===== src/rtl/eth_rx_frame_ctrl.sv =====
// rtl/eth_rx_frame_ctrl.sv - Ethernet receive framer: preamble/SFD strip, length checks, byte stream out
// One-byte hold register delays each byte so the final byte can carry tlast when dv falls.
module eth_rx_frame_ctrl #(
  parameter int MIN_PRE = 7,
  parameter int MIN_LEN = 64,
  parameter int MAX_LEN = 1518
) (
  input  logic        clk_in,
  input  logic        rst_in,
  input  logic        rx_dv_in,
  input  logic        rx_er_in,
  input  logic        byte_valid_in,
  input  logic [7:0]  byte_in,
  output logic [7:0]  m_tdata_out,
  output logic        m_tvalid_out,
  output logic        m_tlast_out,
  output logic        m_tuser_out,
  output logic [15:0] frame_count_out,
  output logic [15:0] err_count_out,
  output logic        busy_out
);

  typedef enum logic [1:0] {IDLE, PRE, DATA, DROP} state_t;

  localparam logic [3:0]  PRE_NEED = 4'(MIN_PRE);
  localparam logic [10:0] LEN_MIN  = 11'(MIN_LEN);
  localparam logic [10:0] LEN_MAX  = 11'(MAX_LEN);

  state_t      state, state_nxt;
  logic [3:0]  pre_cnt, pre_cnt_nxt;
  logic [10:0] len, len_nxt;
  logic [7:0]  hold, hold_nxt;
  logic        er_flag, er_flag_nxt;
  logic [7:0]  tdata_nxt;
  logic        tvalid_nxt, tlast_nxt, tuser_nxt;
  logic        good_inc, bad_inc;

  always_comb begin
    state_nxt   = state;
    pre_cnt_nxt = pre_cnt;
    len_nxt     = len;
    hold_nxt    = hold;
    er_flag_nxt = er_flag;
    tdata_nxt   = 8'h00;
    tvalid_nxt  = 1'b0;
    tlast_nxt   = 1'b0;
    tuser_nxt   = 1'b0;
    good_inc    = 1'b0;
    bad_inc     = 1'b0;
    case (state)
      IDLE: begin
        if (byte_valid_in && rx_dv_in) begin
          if (byte_in == 8'h55) begin
            state_nxt   = PRE;
            pre_cnt_nxt = 4'd1;
          end else begin
            state_nxt = DROP;
            bad_inc   = 1'b1;
          end
        end
      end
      PRE: begin
        if (!rx_dv_in) begin
          state_nxt = IDLE;
          bad_inc   = 1'b1;
        end else if (byte_valid_in) begin
          if (byte_in == 8'h55) begin
            if (pre_cnt != 4'hF) pre_cnt_nxt = pre_cnt + 4'd1;
          end else if (byte_in == 8'hD5 && pre_cnt >= PRE_NEED) begin
            state_nxt   = DATA;
            len_nxt     = 11'd0;
            er_flag_nxt = 1'b0;
          end else begin
            state_nxt = DROP;
            bad_inc   = 1'b1;
          end
        end
      end
      DATA: begin
        // dv low wins over a coincident strobe; that byte is never accepted
        if (!rx_dv_in) begin
          state_nxt = IDLE;
          if (len == 11'd0) begin
            bad_inc = 1'b1;
          end else begin
            tvalid_nxt = 1'b1;
            tlast_nxt  = 1'b1;
            tdata_nxt  = hold;
            tuser_nxt  = (len < LEN_MIN) || er_flag;
            bad_inc    = tuser_nxt;
            good_inc   = !tuser_nxt;
          end
        end else if (byte_valid_in) begin
          if (len == LEN_MAX) begin
            state_nxt  = DROP;
            tvalid_nxt = 1'b1;
            tlast_nxt  = 1'b1;
            tuser_nxt  = 1'b1;
            tdata_nxt  = hold;
            bad_inc    = 1'b1;
          end else begin
            len_nxt     = len + 11'd1;
            hold_nxt    = byte_in;
            er_flag_nxt = er_flag | rx_er_in;
            if (len != 11'd0) begin
              tvalid_nxt = 1'b1;
              tdata_nxt  = hold;
            end
          end
        end
      end
      DROP: begin
        if (!rx_dv_in) state_nxt = IDLE;
      end
      default: state_nxt = IDLE;
    endcase
  end

  always_ff @(posedge clk_in) begin
    if (!rst_in) begin
      state           <= IDLE;
      pre_cnt         <= 4'd0;
      len             <= 11'd0;
      hold            <= 8'h00;
      er_flag         <= 1'b0;
      m_tdata_out     <= 8'h00;
      m_tvalid_out    <= 1'b0;
      m_tlast_out     <= 1'b0;
      m_tuser_out     <= 1'b0;
      frame_count_out <= 16'd0;
      err_count_out   <= 16'd0;
      busy_out        <= 1'b0;
    end else begin
      state        <= state_nxt;
      pre_cnt      <= pre_cnt_nxt;
      len          <= len_nxt;
      hold         <= hold_nxt;
      er_flag      <= er_flag_nxt;
      m_tdata_out  <= tdata_nxt;
      m_tvalid_out <= tvalid_nxt;
      m_tlast_out  <= tlast_nxt;
      m_tuser_out  <= tuser_nxt;
      busy_out     <= (state_nxt != IDLE);
      if (good_inc && frame_count_out != 16'hFFFF)
        frame_count_out <= frame_count_out + 16'd1;
      if (bad_inc && err_count_out != 16'hFFFF)
        err_count_out <= err_count_out + 16'd1;
    end
  end

endmodule


===== config.mk =====
export PLATFORM = sky130hd
export DESIGN_NAME = eth_rx_frame_ctrl
export DESIGN_NICKNAME = d
export VERILOG_FILES = /design/src/rtl/eth_rx_frame_ctrl.sv
export SDC_FILE = /design/constraint.sdc
export NUM_CORES = 1
export LEC_CHECK = 0
export ABC_AREA = 1
export CORE_MARGIN = 4
export CORE_UTILIZATION = 35
export CTS_CLUSTER_DIAMETER = 100
export DETAILED_ROUTE_END_ITERATION = 7
export HOLD_SLACK_MARGIN = 0.1
export SYNTH_ARGS = -nofsm -noshare
export SYNTH_HDL_FRONTEND = slang
export SYNTH_SLANG_ARGS = --single-unit

===== constraint.sdc =====
create_clock -name clk_in -period 3.3 [get_ports clk_in]
set_clock_uncertainty 0.1 [all_clocks]
set_input_delay 0.495 -clock clk_in [delete_from_list [all_inputs] [get_ports clk_in]]
set_output_delay 0.495 -clock clk_in [all_outputs]
set_load 0.01 [all_outputs]

Word-level counts from Yosys, hierarchy flattened
Cells that the tools add are included.
Widths: inputs -> output; s select.
{ "word_totals": {"regBits": 70, "in_bits": 13, "out_inout_bits": 44} }
{ "classes": {"add_sub_neg": 4, "magnitude_cmp": 2, "eq_ne": 20, "muxes": 61, "bitwise": 2, "n_reduce_logical": 16} }
{ "op_table": {"columns": ["operator", "n"], "rows": [
  ["$mux 11", 7],
  ["$mux 8", 5],
  ["$add 16x1->16 const B", 2],
  ["$ne 16x16->1 const B", 2],
  ["$mux 1", 29],
  ["$mux 4", 6],
  ["$ne 2x2->1 const B", 11],
  ["$pmux 11 s2", 1],
  ["$mux 2", 9],
  ["$add 11x1->11 const B", 1],
  ["$eq 11x11->1 const B", 1],
  ["$logic_not 11->1", 1],
  ["$lt 11x7->1 const B", 1],
  ["$reduce_bool 11->1", 1],
  ["$eq 8x7->1 const B", 1],
  ["$eq 8x8->1 const B", 1],
  ["$pmux 2 s4", 1],
  ["$pmux 4 s2", 1],
  ["$reduce_and 8->1", 1],
  ["$reduce_and 7->1", 1],
  ["$reduce_bool 2->1", 3],
  ["$add 4x1->4 const B", 1],
  ["$eq 2x2->1 const B", 2],
  ["$ge 4x3->1 const B", 1],
  ["12 further kinds", 15]
]} }

Depth between registers and ports, before layout
Gate-level depths: netlist of run 1.
{ "depth": {"depth_word": 8, "ltp_mapped": 12} }

Worst setup path before layout of run 1
Ideal clock, no wire load.
{ "synth_path": {"path_kind": "register to register", "from": "reg err_count_out[0]", "to": "reg err_count_out[0]", "arrival_ns": 1.558, "required_time_ns": 3.085, "slack_ns": 1.527, "stages_incl_launch_ff": 8, "path_buffers": 1, "synth_period_minus_slack_ns": 1.773, "path_cell_list": "dfxtp_1 -> ha_1 -> inv_1 -> nor3_4 -> nand4_4 -> buf_2 -> a21oi_1 -> nor2_1"} }
{ "synth_between": {"elab_chain_cells": 2, "word_cells_on_any_way": 3, "cone_classes": "add/sub: 1; eq/ne: 1; reduce/logical: 1"} }
{ "synth_rtl": {"columns": ["element", "line", "source"], "rows": [
  ["from (decl)", "19", "output logic [15:0] err_count_out,"],
  ["from (signal assigned)", "147", "err_count_out <= err_count_out + 16'd1;"],
  ["parallel branches: the longest is 2 deep, another holds $add 16x1->16", null, null]
]} }
Parallel ways; which one is timed is not known.
A chain may end at the register's enable or synchronous reset.

Worst setup path after layout of run 1
{ "layout_path": {"from": "in byte_in[0]", "to": "reg len[3]"} }
{ "layout_between": {"elab_chain_cells": 4, "word_cells_on_any_way": 6, "cone_classes": "eq/ne: 4; reduce/logical: 2"} }
{ "layout_rtl": {"columns": ["element", "line", "source"], "rows": [
  ["from (decl)", "13", "input logic [7:0] byte_in,"],
  ["$eq 8x8->1", "69", "end else if (byte_in == 8'hD5 && pre_cnt >= PRE_NEED) begin"],
  ["$logic_and 1x1->1", "69", null],
  ["$ne 2x2->1 (no source line)", null, null],
  ["$reduce_and 8->1 (no source line) *", null, null],
  ["to (signal assigned)", "136", "len <= len_nxt;"],
  ["to (decl)", "31", "logic [10:0] len, len_nxt;"]
]} }
Mark *: on every way between the ends. The rest lies on a longest branch, timed or not.

==> results of run 1 <==
[metal layers]
metal	track usage [%]	vias up	part of all wire, %
met5	0	-	0
met4	5.34	0	1.2
met3	3.49	10	4.5
met2	24.2	65	45
met1	19.2	1544	49
li1	-	1829	-
[layout make-up]
class	count	area (µm²)	area share (%)
tap	136	170	3.74
multi-input combinational	375	1950	42.8
sequential	70	1400	30.8
timing repair buffer	58	576	12.6
inverter	73	274	6.02
clock buffer	10	138	3.02
clock inverter	6	47.5	1.04
[critical path: cells and delay by family]
family	cells	cell delay [ns]
simple gates	7	0.91
buf+inv	2	0.79
compound gates	1	0.17
[layout by cell type (no fill, tap or decap)]
cell / instances
buf_4: 2
nand3_1: 45
o31ai_1: 1
clkbuf_8: 10
clkinv_4: 2
nand2_4: 2
o211ai_1: 1
o21ai_0: 21
xnor2_1: 5
dfxtp_1: 70
nor3b_1: 3
o21ai_1: 3
nor3_4: 2
ha_1: 6
nor4_1: 2
nand4_4: 1
xor2_1: 22
or2_2: 2
nor2_8: 1
nor3_1: 18
clkinvlp_4: 4
nor2_2: 2
o21bai_1: 2
clkdlybuf4s50_1: 56
inv_2: 8
nand3_2: 2
clkinv_1: 1
nand2_2: 1
o2111ai_1: 1
o22ai_1: 1
inv_1: 64
nor3_2: 2
a21oi_1: 53
nor2_1: 52
nand3b_1: 2
nand4_1: 8
nand2_1: 114
[cell families (layout without fill, tap and decap cells)]
logic type	count (synthesis)	count (layout)	share of synthesized area (%)
buffers and inverters	87	147	9.80
adders and majority gates	6	6	2.02
AOI/OAI and AO/OA	83	83	11.6
xor gates and xnor gates	27	27	6.37
and+or+nand+nor	259	259	32.5
DFF	70	70	37.7
[path summary, 6_finish.rpt]
check / start / end / slack, ns / depth (start not counted)
setup / recovery: byte_in[0] / len[3] / 1.06 / 10
setup reg to reg: len[0] / len[3] / 1.09 / 12
hold reg to reg: hold[2] / m_tdata_out[2] / 0.34 / 2
hold / removal: hold[2] / m_tdata_out[2] / 0.34 / 2
[state kept, by name, indices dropped and copies added, names as in the netlist, 2 cells and up]
name	count
m_tdata_out	8
frame_count_out	16
state	2
len	11
hold	8
pre_cnt	4
err_count_out	16
[per-stage QoR]
step / power [µW] / setup WS [ns] / utilization, %
finish: 1640 / 1.06 / 44.1
global route: 1720 / 0.907 / 44.1
CTS: 1660 / 1.09 / 44.1
detailed placement: 1010 / 0.738 / 42.3
global placement: 1010 / 0.778 / 42.3
floorplan: 970 / 1.53 / -
[power by group through the flow]
stage / registers, µW / logic [µW] / clock network (µW)
final: 867 / 125 / 647
after global placement: 887 / 125 / 0
after detailed placement: 887 / 126 / 0
after floorplan: 886 / 83.7 / 0
after CTS: 867 / 127 / 669
after global routing: 869 / 143 / 704
==> metrics, run 1 <==
status finished, final reports clean; WL/cell between 10 and 15 µm; Final period util around 68%; H-tree levels 3; Max Fanout on Critical Path 13; setup_tns 0 ns; CTS root buf clkbuf_8; Port Buffers 56; cell internal pwr about 1200 µW; initial antenna violation count 0; clock sinks 70; most frequent cell after synthesis nand2_1; post-route cell area roughly 0.0046 mm²; synth warn 0; post-synth top area share between 30% and 40%; largest net degree at the start of global routing 36; Post-Syn Nets 551; gr usage total between 10 and 15%; Main synth FF type dfxtp_1; Clock Tree Buf Depth 2; Seq/Total Area, Yosys 37.7%; Reg clk slew, reported paths 0.08 ns; Vias between 3000 and 4000; Cells after Synth about 530; Post-CTS Resized 0; first-pass GRT wire length 15.5 mm; synth unique cells 37; fill count 1082; clock network power share approximately 40%; CP required approximately 3.4 ns; Sw Share about 27%; Min Hold Slack ~0.34 ns; gpl congestion approximately 0.9; worst min path class reg -> reg; starting density of the core between 30% and 40%; ANT nets after route 0; crit path time final roughly 2.2 ns; Slew Limit Fails 0; peak per-stage delay on the critical path 0.48 ns; share of cells above drive strength 1 6.93%; Post-synth EDFFs 0; mapped cell area 0.00371 mm²; area leader, netlist dfxtp_1; Setup CP Type in -> reg; endpoints failing setup 0; placed inst area approximately 0.0044 mm²; Nets 606; GRT overflow 0; CTS Buf Count 9; most instantiated cells after synthesis nand2_1 (114), dfxtp_1 (70), inv_1 (64); most frequent CP cell nand2_1; drt total wl slightly below 9 mm; crit end category flop; die height roughly 110 µm; Die Span X 111 µm; Worst Tran Pin Value 0.618 ns; CTS tree built; Area Growth Syn to Fin 22.6%; net switching power figure around 440 µW; Post-DP HPWL roughly 6.3 mm; vias in the first global route roughly 3400; final cell count without fillers 728; CP arrival about 2.4 ns; Critical Path Start Type input pin; flops & latches, synth 70; Post CTS Setup Buffer Count 0; Ports 57; number of max-cap violations 0; clk_lat worst skew approximately 0.35 ns; Post-route DRC 0; headroom to the max-slew limit between 50% and 60%; FFs w/ async S/R, synth 0%; Die Area 0.0123 mm²; Comb pwr share roughly 7.6%; number of cell rows 37; DR pass1 iterations 4; Pleak around 0.0016 µW; CTS Hold Bufs 0; Fmax achieved 0.446 GHz; Crit-path slowest cell clkdlybuf4s50_1; Seq pwr share between 50% and 60%; main area contributors after synthesis dfxtp_1 (38%), nand2_1 (12%), a21oi_1 (7.1%), inv_1 (6.5%), nand3_1 (6.1%); DRC violation total after the first TritonRoute iteration 170; placed cells roughly 710; worst path cell trace clkdlybuf4s50_1 > nand2_1 > nor2_1 > nand3_1 > o21ai_1 > nand2_1 > inv_2 > nand3_1 > nand2_1 > nor2_1; Antenna diodes 0; via/cell ratio between 4 and 5; RSZ-0062 raised after global routing no; final hold viol count 0; maximum VDD drop 0.142 mV; Mean Syn Cell Area roughly 7.0 µm²; core area 0.0103 mm²; pwr/cell area 360 mW/mm²
No activity file was read; power rests on OpenSTA's default activity.
==> run 2, diff against run 1 <==
- clock period: 3.3 -> 2 ns (I/O delays scaled with it)
==> metrics, run 2 (same netlist as run 1, synthesis figures left out) <==
share of cells above drive strength 1 11.2% (+4.2 points); most common cell after layout, fill and taps aside nand2_1; Comb pwr share 9.3% (+1.7 points); endpoints failing setup 0 (unchanged); H-tree levels 3 (unchanged); pwr/cell area 585 mW/mm² (+62%); Die Span X 111 µm (unchanged); fin util 46.4% (+2.2 points); status finished, final reports clean; WL/cell 11.7 µm (-2.9%); CTS tree built; DRC violation total after the first TritonRoute iteration 180 (+5.9%); Antenna diodes 0 (unchanged); Largest regs err_count_out x16, frame_count_out x16, len x11; ANT nets after route 0 (unchanged); Port Buffers 56 (unchanged); Post-DP HPWL 6.50 mm (+3.2%); Final period util between 90% and 100%; net switching power figure 703 µW (+58%); Final Total Pwr 2800 µW (+71%); fill count 1043 (-3.6%); core area 0.0103 mm² (unchanged); Seq pwr share 50.9% (-2.0 points); Placement Setup Slack -0.139 ns (-0.877 ns); PnR worst setup slack 0.165 ns (-0.891 ns); maximum VDD drop 0.326 mV (+130%); die height 111 µm (unchanged); CTS root buf clkbuf_8; most frequent cells in the layout nand2_1 (113), dfxtp_1 (70), inv_1 (63); Nets 632 (+4.3%); clock network power share 39.9% (+0.4 points); drt total wl 8.85 mm (+0.57%); Setup CP Type reg -> reg; Ports 57 (unchanged); CP arrival 1.97 ns (-0.40 ns); via/cell ratio 4.74 (about the same); worst min path class reg -> reg; cell internal pwr 2100 µW (+75%); final cell count without fillers 754 (+3.6%); first-pass GRT wire length 15.6 mm (+0.53%); CP required 2.13 ns (-1.30 ns); starting density of the core 36.0% (unchanged); DR pass1 iterations 4 (unchanged); clk_lat worst skew 0.33 ns (-0.02 ns); crit path time final 1.84 ns; headroom to the max-slew limit 72.0% (+14 points); initial antenna violation count 0 (unchanged); Fmax achieved between 0.5 and 0.6 GHz; Max Fanout on Critical Path 9 (-4); Clock Tree Buf Depth 2 (unchanged); GRT overflow 0 (unchanged); clock sinks 70 (unchanged); CTS Hold Bufs 0 (unchanged); gpl congestion 0.883 (-4.5%); Slew Limit Fails 0 (unchanged); Pleak 0.00176 µW (+9.3%); Vias 3574 (+3.7%); Sw Share 25.1% (-2.0 points); final hold viol count 0 (unchanged); crit end category flop; Area Growth Syn to Fin 28.9%; largest net degree at the start of global routing 36 (unchanged); Critical Path Start Type flop; vias in the first global route 3408 (+0.83%); Post-route DRC 0 (unchanged); RSZ-0062 raised after global routing no; Reg clk slew, reported paths 0.07 ns (about the same); Min Hold Slack 0.336 ns (+0.000591 ns); CTS Buf Count 9 (unchanged); Die Area 0.0123 mm² (unchanged); placed cells 733 (+2.9%); number of cell rows 37 (unchanged); gr usage total 14.9% (+0.047 points); Worst Tran Pin Value 0.417 ns (-0.201 ns); number of max-cap violations 0 (unchanged)
run 2: metrics by stage:
| step | TNS (ns) | instance area, µm² |
|---|---|---|
| floorplan | 0 | 3710 |
| global placement | -1.17 | 4540 |
| detailed placement | -2.32 | 4540 |
| CTS | 0 | 4730 |
| global route | 0 | 4790 |
| finish | 0 | 4790 |
run 2: cell type report:
| class | count | area (µm²) | share of cell area [%] |
|---|---|---|---|
| clock buffer | 10 | 128 | 2.67 |
| tap | 136 | 170 | 3.56 |
| timing repair buffer | 84 | 783 | 16.4 |
| inverter | 73 | 277 | 5.78 |
| clock inverter | 6 | 62.6 | 1.31 |
| sequential | 70 | 1400 | 29.3 |
| multi-input combinational | 375 | 1960 | 41.0 |
run 2: timing repair:
action	CTS	global route
resized for setup	0	5
endpoints found under the setup margin	0	28
buffers inserted	0	5
endpoints found under the hold margin	0	0
run 2: worst max-delay path: stages, from the launching register on:
cell     delay, ns
dfxtp_1       0.35
ha_1          0.23
inv_1         0.11
nor3_4        0.30
nand4_4       0.24
buf_4         0.22
a21oi_1       0.13
nor2_1        0.05
run 2: power by group through the flow:
| stage | logic, µW | clock network (µW) | registers [µW] |
|---|---|---|---|
| floorplan | 138 | 0 | 1460 |
| global placement | 252 | 0 | 1460 |
| detailed placement | 255 | 0 | 1460 |
| CTS | 256 | 1150 | 1420 |
| global route | 292 | 1210 | 1430 |
| finish | 259 | 1120 | 1420 |
run 2: final timing paths:
| kind | cells after the start | slack [ns] | to | startpoint |
|---|---|---|---|---|
| max reg2reg | 7 | 0.16 | err_count_out[0] | err_count_out[0] |
| min reg2reg | 2 | 0.34 | m_tdata_out[1] | hold[1] |
| min | 2 | 0.34 | m_tdata_out[1] | hold[1] |
| max | 7 | 0.16 | err_count_out[0] | err_count_out[0] |
run 2: metal layers:
| metal | vias up | wire length [µm] | track usage (%) |
|---|---|---|---|
| met5 | - | 0 | 0 |
| li1 | 1881 | - | - |
| met2 | 56 | 4230 | 25.2 |
| met4 | 0 | 60 | 4.76 |
| met3 | 4 | 365 | 3.06 |
| met1 | 1633 | 4200 | 19.0 |
==> run 3, diff against run 2 <==
- CTS_CLUSTER_SIZE: default -> 8
==> results of run 3 <==
The final DEF is identical to that of run 2; final timing and power are the same.
